--- config.mk ---
export PLATFORM = sky130hd
export DESIGN_NAME = bcd_countdown_timer
export DESIGN_NICKNAME = d
export VERILOG_FILES = /design/src/rtl/bcd_countdown_timer.sv
export SDC_FILE = /design/constraint.sdc
export NUM_CORES = 1
export LEC_CHECK = 0
export BUFFER_PORTS_ARGS = -buffer_cell sky130_fd_sc_hd__buf_4
export CAP_MARGIN = 20
export CORE_MARGIN = 2
export CORE_UTILIZATION = 34
export DETAILED_ROUTE_END_ITERATION = 7
export MAX_ROUTING_LAYER = met4
export PLACE_DENSITY = 0.65
export SLEW_MARGIN = 20
export SYNTH_ARGS = -nofsm -noshare
export SYNTH_HDL_FRONTEND = slang
export SYNTH_SLANG_ARGS = --single-unit
--- constraint.sdc ---
create_clock -name clk -period 2.7 [get_ports clk]
set_clock_uncertainty 0.1 [all_clocks]
set_input_delay 0.54 -clock clk [delete_from_list [all_inputs] [get_ports clk]]
set_output_delay 0.54 -clock clk [all_outputs]
set_load 0.02 [all_outputs]
--- src/rtl/bcd_countdown_timer.sv ---
`default_nettype none
// ============================================================================
//  Module      : bcd_countdown_timer
//  Description : Multi-digit BCD down-counter with load/start/stop control,
//                per-digit borrow enables and a one-cycle done pulse.
//  Revision    : 1.0 - initial release
// ============================================================================
module bcd_countdown_timer #(
    parameter int NDIG = 4
) (
    input  logic                clk,
    input  logic                reset,
    input  logic                load,
    input  logic [4*NDIG-1:0]   load_val,
    input  logic                start,
    input  logic                stop,
    input  logic                tick,
    output logic [4*NDIG-1:0]   q,
    output logic [NDIG-1:1]     borrow,
    output logic                running,
    output logic                done,
    output logic                clamped
);

    typedef enum logic [1:0] {
        S_IDLE = 2'd0,
        S_RUN  = 2'd1,
        S_DONE = 2'd2
    } state_t;

    localparam logic [4*NDIG-1:0] c_zero = '0;
    localparam logic [4*NDIG-1:0] c_one  = {{(4*NDIG-1){1'b0}}, 1'b1};

    state_t              r_state;
    logic [4*NDIG-1:0]   r_q;
    logic                r_running;
    logic                r_done;
    logic                r_clamped;

    logic                w_dec;
    logic [NDIG-1:0]     w_digit_en;
    logic [NDIG-1:0]     w_clip;
    logic [4*NDIG-1:0]   w_q_dec;
    logic [4*NDIG-1:0]   w_load_sat;

    // A decrement only happens in RUN when nothing of higher priority is active
    assign w_dec = (r_state == S_RUN) & tick & ~load & ~stop & ~reset;

    // Digit 0 steps on every decrement; higher digits step when all lower digits are zero
    assign w_digit_en[0] = w_dec;

    genvar gi;
    generate
        for (gi = 1; gi < NDIG; gi++) begin : g_borrow
            assign w_digit_en[gi] = w_dec & (r_q[4*gi-1:0] == '0);
        end

        for (gi = 0; gi < NDIG; gi++) begin : g_digit
            logic [3:0] w_cur;
            logic [3:0] w_ld;
            assign w_cur = r_q[4*gi +: 4];
            assign w_ld  = load_val[4*gi +: 4];
            // Per-digit decrement with 0 -> 9 wrap
            assign w_q_dec[4*gi +: 4] = !w_digit_en[gi] ? w_cur :
                                        (w_cur == 4'd0) ? 4'd9 : (w_cur - 4'd1);
            // Non-BCD preload digits saturate to 9
            assign w_clip[gi]            = (w_ld > 4'd9);
            assign w_load_sat[4*gi +: 4] = w_clip[gi] ? 4'd9 : w_ld;
        end
    endgenerate

    assign borrow = w_digit_en[NDIG-1:1];

    // Control FSM, count register and registered status outputs
    always_ff @(posedge clk) begin
        if (reset) begin
            r_state   <= S_IDLE;
            r_q       <= c_zero;
            r_running <= 1'b0;
            r_done    <= 1'b0;
            r_clamped <= 1'b0;
        end else begin
            r_done <= 1'b0;
            if (load) begin
                r_q       <= w_load_sat;
                r_clamped <= |w_clip;
                r_state   <= S_IDLE;
                r_running <= 1'b0;
            end else begin
                case (r_state)
                    S_IDLE: begin
                        if (!stop && start) begin
                            if (r_q != c_zero) begin
                                r_state   <= S_RUN;
                                r_running <= 1'b1;
                            end else begin
                                // Starting at zero completes immediately
                                r_state <= S_DONE;
                                r_done  <= 1'b1;
                            end
                        end
                    end
                    S_RUN: begin
                        if (stop) begin
                            r_state   <= S_IDLE;
                            r_running <= 1'b0;
                        end else if (w_dec) begin
                            r_q <= w_q_dec;
                            if (r_q == c_one) begin
                                r_state   <= S_DONE;
                                r_running <= 1'b0;
                                r_done    <= 1'b1;
                            end
                        end
                    end
                    S_DONE: begin
                        r_state <= S_IDLE;
                    end
                    default: begin
                        r_state   <= S_IDLE;
                        r_running <= 1'b0;
                    end
                endcase
            end
        end
    end

    assign q       = r_q;
    assign running = r_running;
    assign done    = r_done;
    assign clamped = r_clamped;

endmodule
`default_nettype wire

* After elaboration in Yosys (flattened, before gate mapping)
Cells that the tools add are included.
** Storage, ports and cells
- Register bits after elaboration :: 21
- Output and inout bits :: 22
** Operators by class
- Add/sub/neg operators :: 4
- Magnitude comparators :: 4
- Equality and inequality tests :: 8
- Mux-type cells :: 33
- Bitwise operators :: 11
- Reduce and logical (&&, ||, !) cells :: 23
** Operators with widths (count)
- $mux W16 :: 4
- $mux W4 :: 11
- $eq A16 B1 Y1 const B :: 1
- $gt A4 B4 Y1 const B :: 4
- $logic_not A4 Y1 :: 4
- $reduce_bool A16 Y1 :: 1
- $sub A4 B1 Y4 const B :: 4
- $logic_not A12 Y1 :: 1
- $reduce_and A4 Y1 :: 3
- $mux W1 :: 10
- $mux W2 :: 5
- $reduce_bool A2 Y1 :: 5
- $logic_not A8 Y1 :: 1
- $and A1 B1 Y1 :: 7
- $ne A2 B2 Y1 const B :: 3
- $reduce_and A3 Y1 :: 2
- $reduce_and A5 Y1 :: 1
- $not A1 Y1 :: 4
- $pmux W2 S2 :: 1
- $reduce_or A4 Y1 :: 1
- $ne A3 B2 Y1 const B :: 1
- $ne A3 B3 Y1 const B :: 1
- $pmux W1 S3 :: 1
- $eq A2 B1 Y1 const B :: 1
- 6 further kinds :: 6

* Logic depth before layout (Yosys ltp)
- Word-level depth :: 11
- Mapped depth :: 6
- Depth with buffers taken out :: 5

* Worst setup path after synthesis
No wires, ideal clock.
- Path kind :: in2out
- From :: input reset
- To :: output borrow[3] (netlist bit)
- Arrival time :: 1.515 ns
- Setup slack :: 0.545 ns
- Stages :: 4
- Buffers on the path :: 1
- Path through :: buf_2 -> nor3b_4 -> nand4_4 -> nor2_1
** On the way
- Longest elaborated chain between the ends :: 3
** Ends and longest elaborated chain
- from (decl) :: line 12 : input logic reset,
- $not A1 Y1 :: line 47 : assign w_dec = (r_state == S_RUN) & tick & ~load & ~stop & ~reset;
- $and A1 B1 Y1 :: line 47
- $and A1 B1 Y1 :: line 55 : assign w_digit_en[gi] = w_dec & (r_q[4*gi-1:0] == '0);
- to (decl) :: line 19 : output logic [NDIG-1:1] borrow,
Every way passes these cells.

* Worst setup path in the final report
- From :: register r_q[0] (netlist: q[0])
- To :: output borrow[1] (netlist bit)
** On the way
- Longest elaborated chain between the ends :: 2
** Ends and longest elaborated chain
- from (decl) :: line 35 : logic [4*NDIG-1:0] r_q;
- from (signal assigned) :: line 78 : r_q <= c_zero;
- from (signal assigned) :: line 85 : r_q <= w_load_sat;
- from (signal assigned) :: line 108 : r_q <= w_q_dec;
- $logic_not A4 Y1 :: line 55
- $and A1 B1 Y1 :: line 55
Every way passes these cells.

==> impl_metrics.yaml <==
run_status:
  status: "complete, no violations"
synth:
  synth_top_area_share_pct: 33.27
  synth.avg_cell_area_um2: 8.481
  synthTopCellsByCount: "dfxtp_1 (21), nor2_1 (15), a21oi_1 (11)"
  synth_ff_type: "dfxtp_1"
  synth.net_count: 171
  ys_types: 45
  synth_area_um2: 1264
  syn_inst: 149
  yosysWarnings: 0
  synth_area_leaders: "dfxtp_1 (33%), nor2_1 (4.5%), a21oi_1 (4.4%)"
  yosysMostFrequentCell: "dfxtp_1"
  yosysSeqAreaShare_pct: 33.27
  synth_area_leader_cell: "dfxtp_1"
  async_flop_share_pct: 0
  synth_edf_count: 0
  ys_ff_latch: 21
floorplan:
  boundaryPins: 44
  die_h_um: 64.97
  die_w_um: 64.97
  coreArea_um2: 3606
  die-area_um2: 4220
  fp-row-count: 22
  initial_core_util_pct: 35.05
global_routing:
  antenna_found_initial: 0
  grt_max_degree: 19
  grt_overflow: 0
  grt_pass1_wl_mm: 5.706
  grt_pass1_vias: 1258
  track_usage_pct: 17.45
setup_path:
  crit_chain: "nor4_4, nand3_1, inv_1, buf_4"
  cp-start-kind: "flip-flop"
  cp_slowest_stage_delay_ns: 0.46
  crit_arrival_ns: 1.68
  critical_path_class: "reg2out"
  cp_slowest_cell: "nor4_4"
  critPathMaxFanout: 6
  crit_required_ns: 2.06
  endpoint_kind: "output port"
placement:
  gp_congestion: 0.9152
  io_buffers: 43
  placedCellCount: 237
  place_hpwl_mm: 2.627
drt:
  vias: 1354
  drc: 0
  viasPerCell: 5.618
  wl_per_cell_um: 14.44
  ant_nets: 0
  dr.first_iter.drc_count: 90
  dr.pass1.iters: 4
  routed_wl_mm: 3.480
cts:
  cts_hold_buf: 0
  htree_num_levels: 1
  root_buffer: "clkbuf_8"
  cts_setup_buffers: 0
  path_clk_slew_ns: 0.08
  clock_latency_ns: 0.26
  cts_resized: 0
  cts.sinks: 21
  cts_tree: "done"
  cts-buffers-inserted: 3
  cts_buffer_depth: 2
sta:
  worst_pin_slew_ns: 0.4513
  relSlewSlack_pct: 69.64
  slew_viol_final: 0
  setup_viol: 0
  fin_crit_ns: 2.324
  final-hold-violation-count: 0
  fmax_ghz: 0.4303
  finalSetupTns_ns: 0
  whs_ns: 0.4224
  fin_crit_sh_pct: 86.07
  rsz0062_at_grt: "false"
power:
  p_total_mw: 0.7416
  power_density_nw_per_um2: 439.7
  power_leakage_nw: 0.6780
  ir_worst_vdd_mv: 0.1693
cells_and_area:
  diodes: 0
  utilization_pct: 46.77
  final_cells: 241
  fin_nets: 216
  area_delta_synth_final_pct: 33.47
  drive_above_1_share_pct: 29.02
run:
  maxCapViolCount: 0
worst_hold_path:
  hold_class: "in2reg"
==> metrics by stage <==
| stage | area, µm² | worst slack, ns |
|---|---|---|
| 6_report | 1687 | 0.3760 |
| 4_1_cts | 1687 | 0.3691 |
| 3_5_place_dp | 1642 | 0.4222 |
| 3_3_place_gp | 1642 | 0.4569 |
| 2_1_floorplan | 1264 | 0.5451 |
| 5_1_grt | 1687 | 0.2529 |
==> placed cells by master (no fill, tap or decap), types with 2 or more instances in the layout <==
cell type and n:
buf_4 45, dfxtp_1 21, nor2_1 15, a21oi_1 11, o21ai_0 8, inv_1 7, nand3_1 6, nor3_1 6
nand2_1 5, nand4_1 5, o211ai_1 4, a211oi_1 4, nor2b_1 3, o2111ai_1 3, a311oi_1 3, mux2i_1 3
clkbuf_8 3, nor3b_4 2, nor4_4 2, xnor2_1 2, a221oi_1 2, a31oi_1 2, nor4_1 2, o21a_1 2
a32oi_1 2, or3_1 2, nor3b_1 2, a21boi_0 2, and4_1 2
==> path summary, 6_finish.rpt <==
| path | cells past startpoint | slack [ns] | from | endpoint |
|---|---|---|---|---|
| setup reg to reg | 4 | 0.65 | q[7]$_SDFFE_PP0P_ | q[15]$_SDFFE_PP0P_ |
| setup / recovery | 4 | 0.38 | q[0]$_SDFFE_PP0P_ | borrow[1] |
| hold / removal | 3 | 0.42 | load_val[9] | q[9]$_SDFFE_PP0P_ |
| hold reg to reg | 2 | 0.45 | running$_SDFFE_PP0P_ | running$_SDFFE_PP0P_ |
==> sequential cells by signal, summed over array words and instances (netlist names) <==
name     cells
r_state      2
running      1
q           16
clamped      1
done         1
==> routing by layer <==
layer	wire length (µm)	vias up	track usage (%)	share of wire [%]
met1	1532	623	23.46	44
met3	229	4	2.604	6.6
li1	-	677	-	-
met4	48	0	6.915	1.4
met2	1670	50	26.29	48
met5	0	-	-	0
==> cell type report <==
type	count	area, µm²
Clock buffer	4	45.04
Sequential cell	21	420.4
Fill cell	349	1919
Tap cell	48	60.06
Inverter	8	30.03
Multi-Input combinational cell	115	793.3
Timing Repair Buffer	45	337.8
==> cells by family (layout without fill, tap and decap cells) <==
kind of cell / Yosys count / after routing / synth area share, %
AND/OR/NAND/NOR: 59 / 59 / 30.89
buffers and inverters: 13 / 57 / 3.960
multiplexers: 3 / 3 / 2.376
AO/OA/AOI/OAI: 50 / 50 / 27.43
XOR/XNOR: 3 / 3 / 2.080
flip-flops: 21 / 21 / 33.27
==> worst max-delay path: cells and delay by family, from the launching register on <==
family                 cells  cell delay (ns)
AND/OR/NAND/NOR            2             0.67
flip-flops                 1             0.38
buffers and inverters      2             0.38
==> where the power goes <==
| group | switching [mW] | internal [mW] | total, mW |
|---|---|---|---|
| Clock | 0.0972 | 0.105 | 0.202 |
| Sequential | 0.0302 | 0.327 | 0.357 |
| Combinational | 0.0984 | 0.0840 | 0.182 |
No activity file was read; power rests on OpenSTA's default activity.
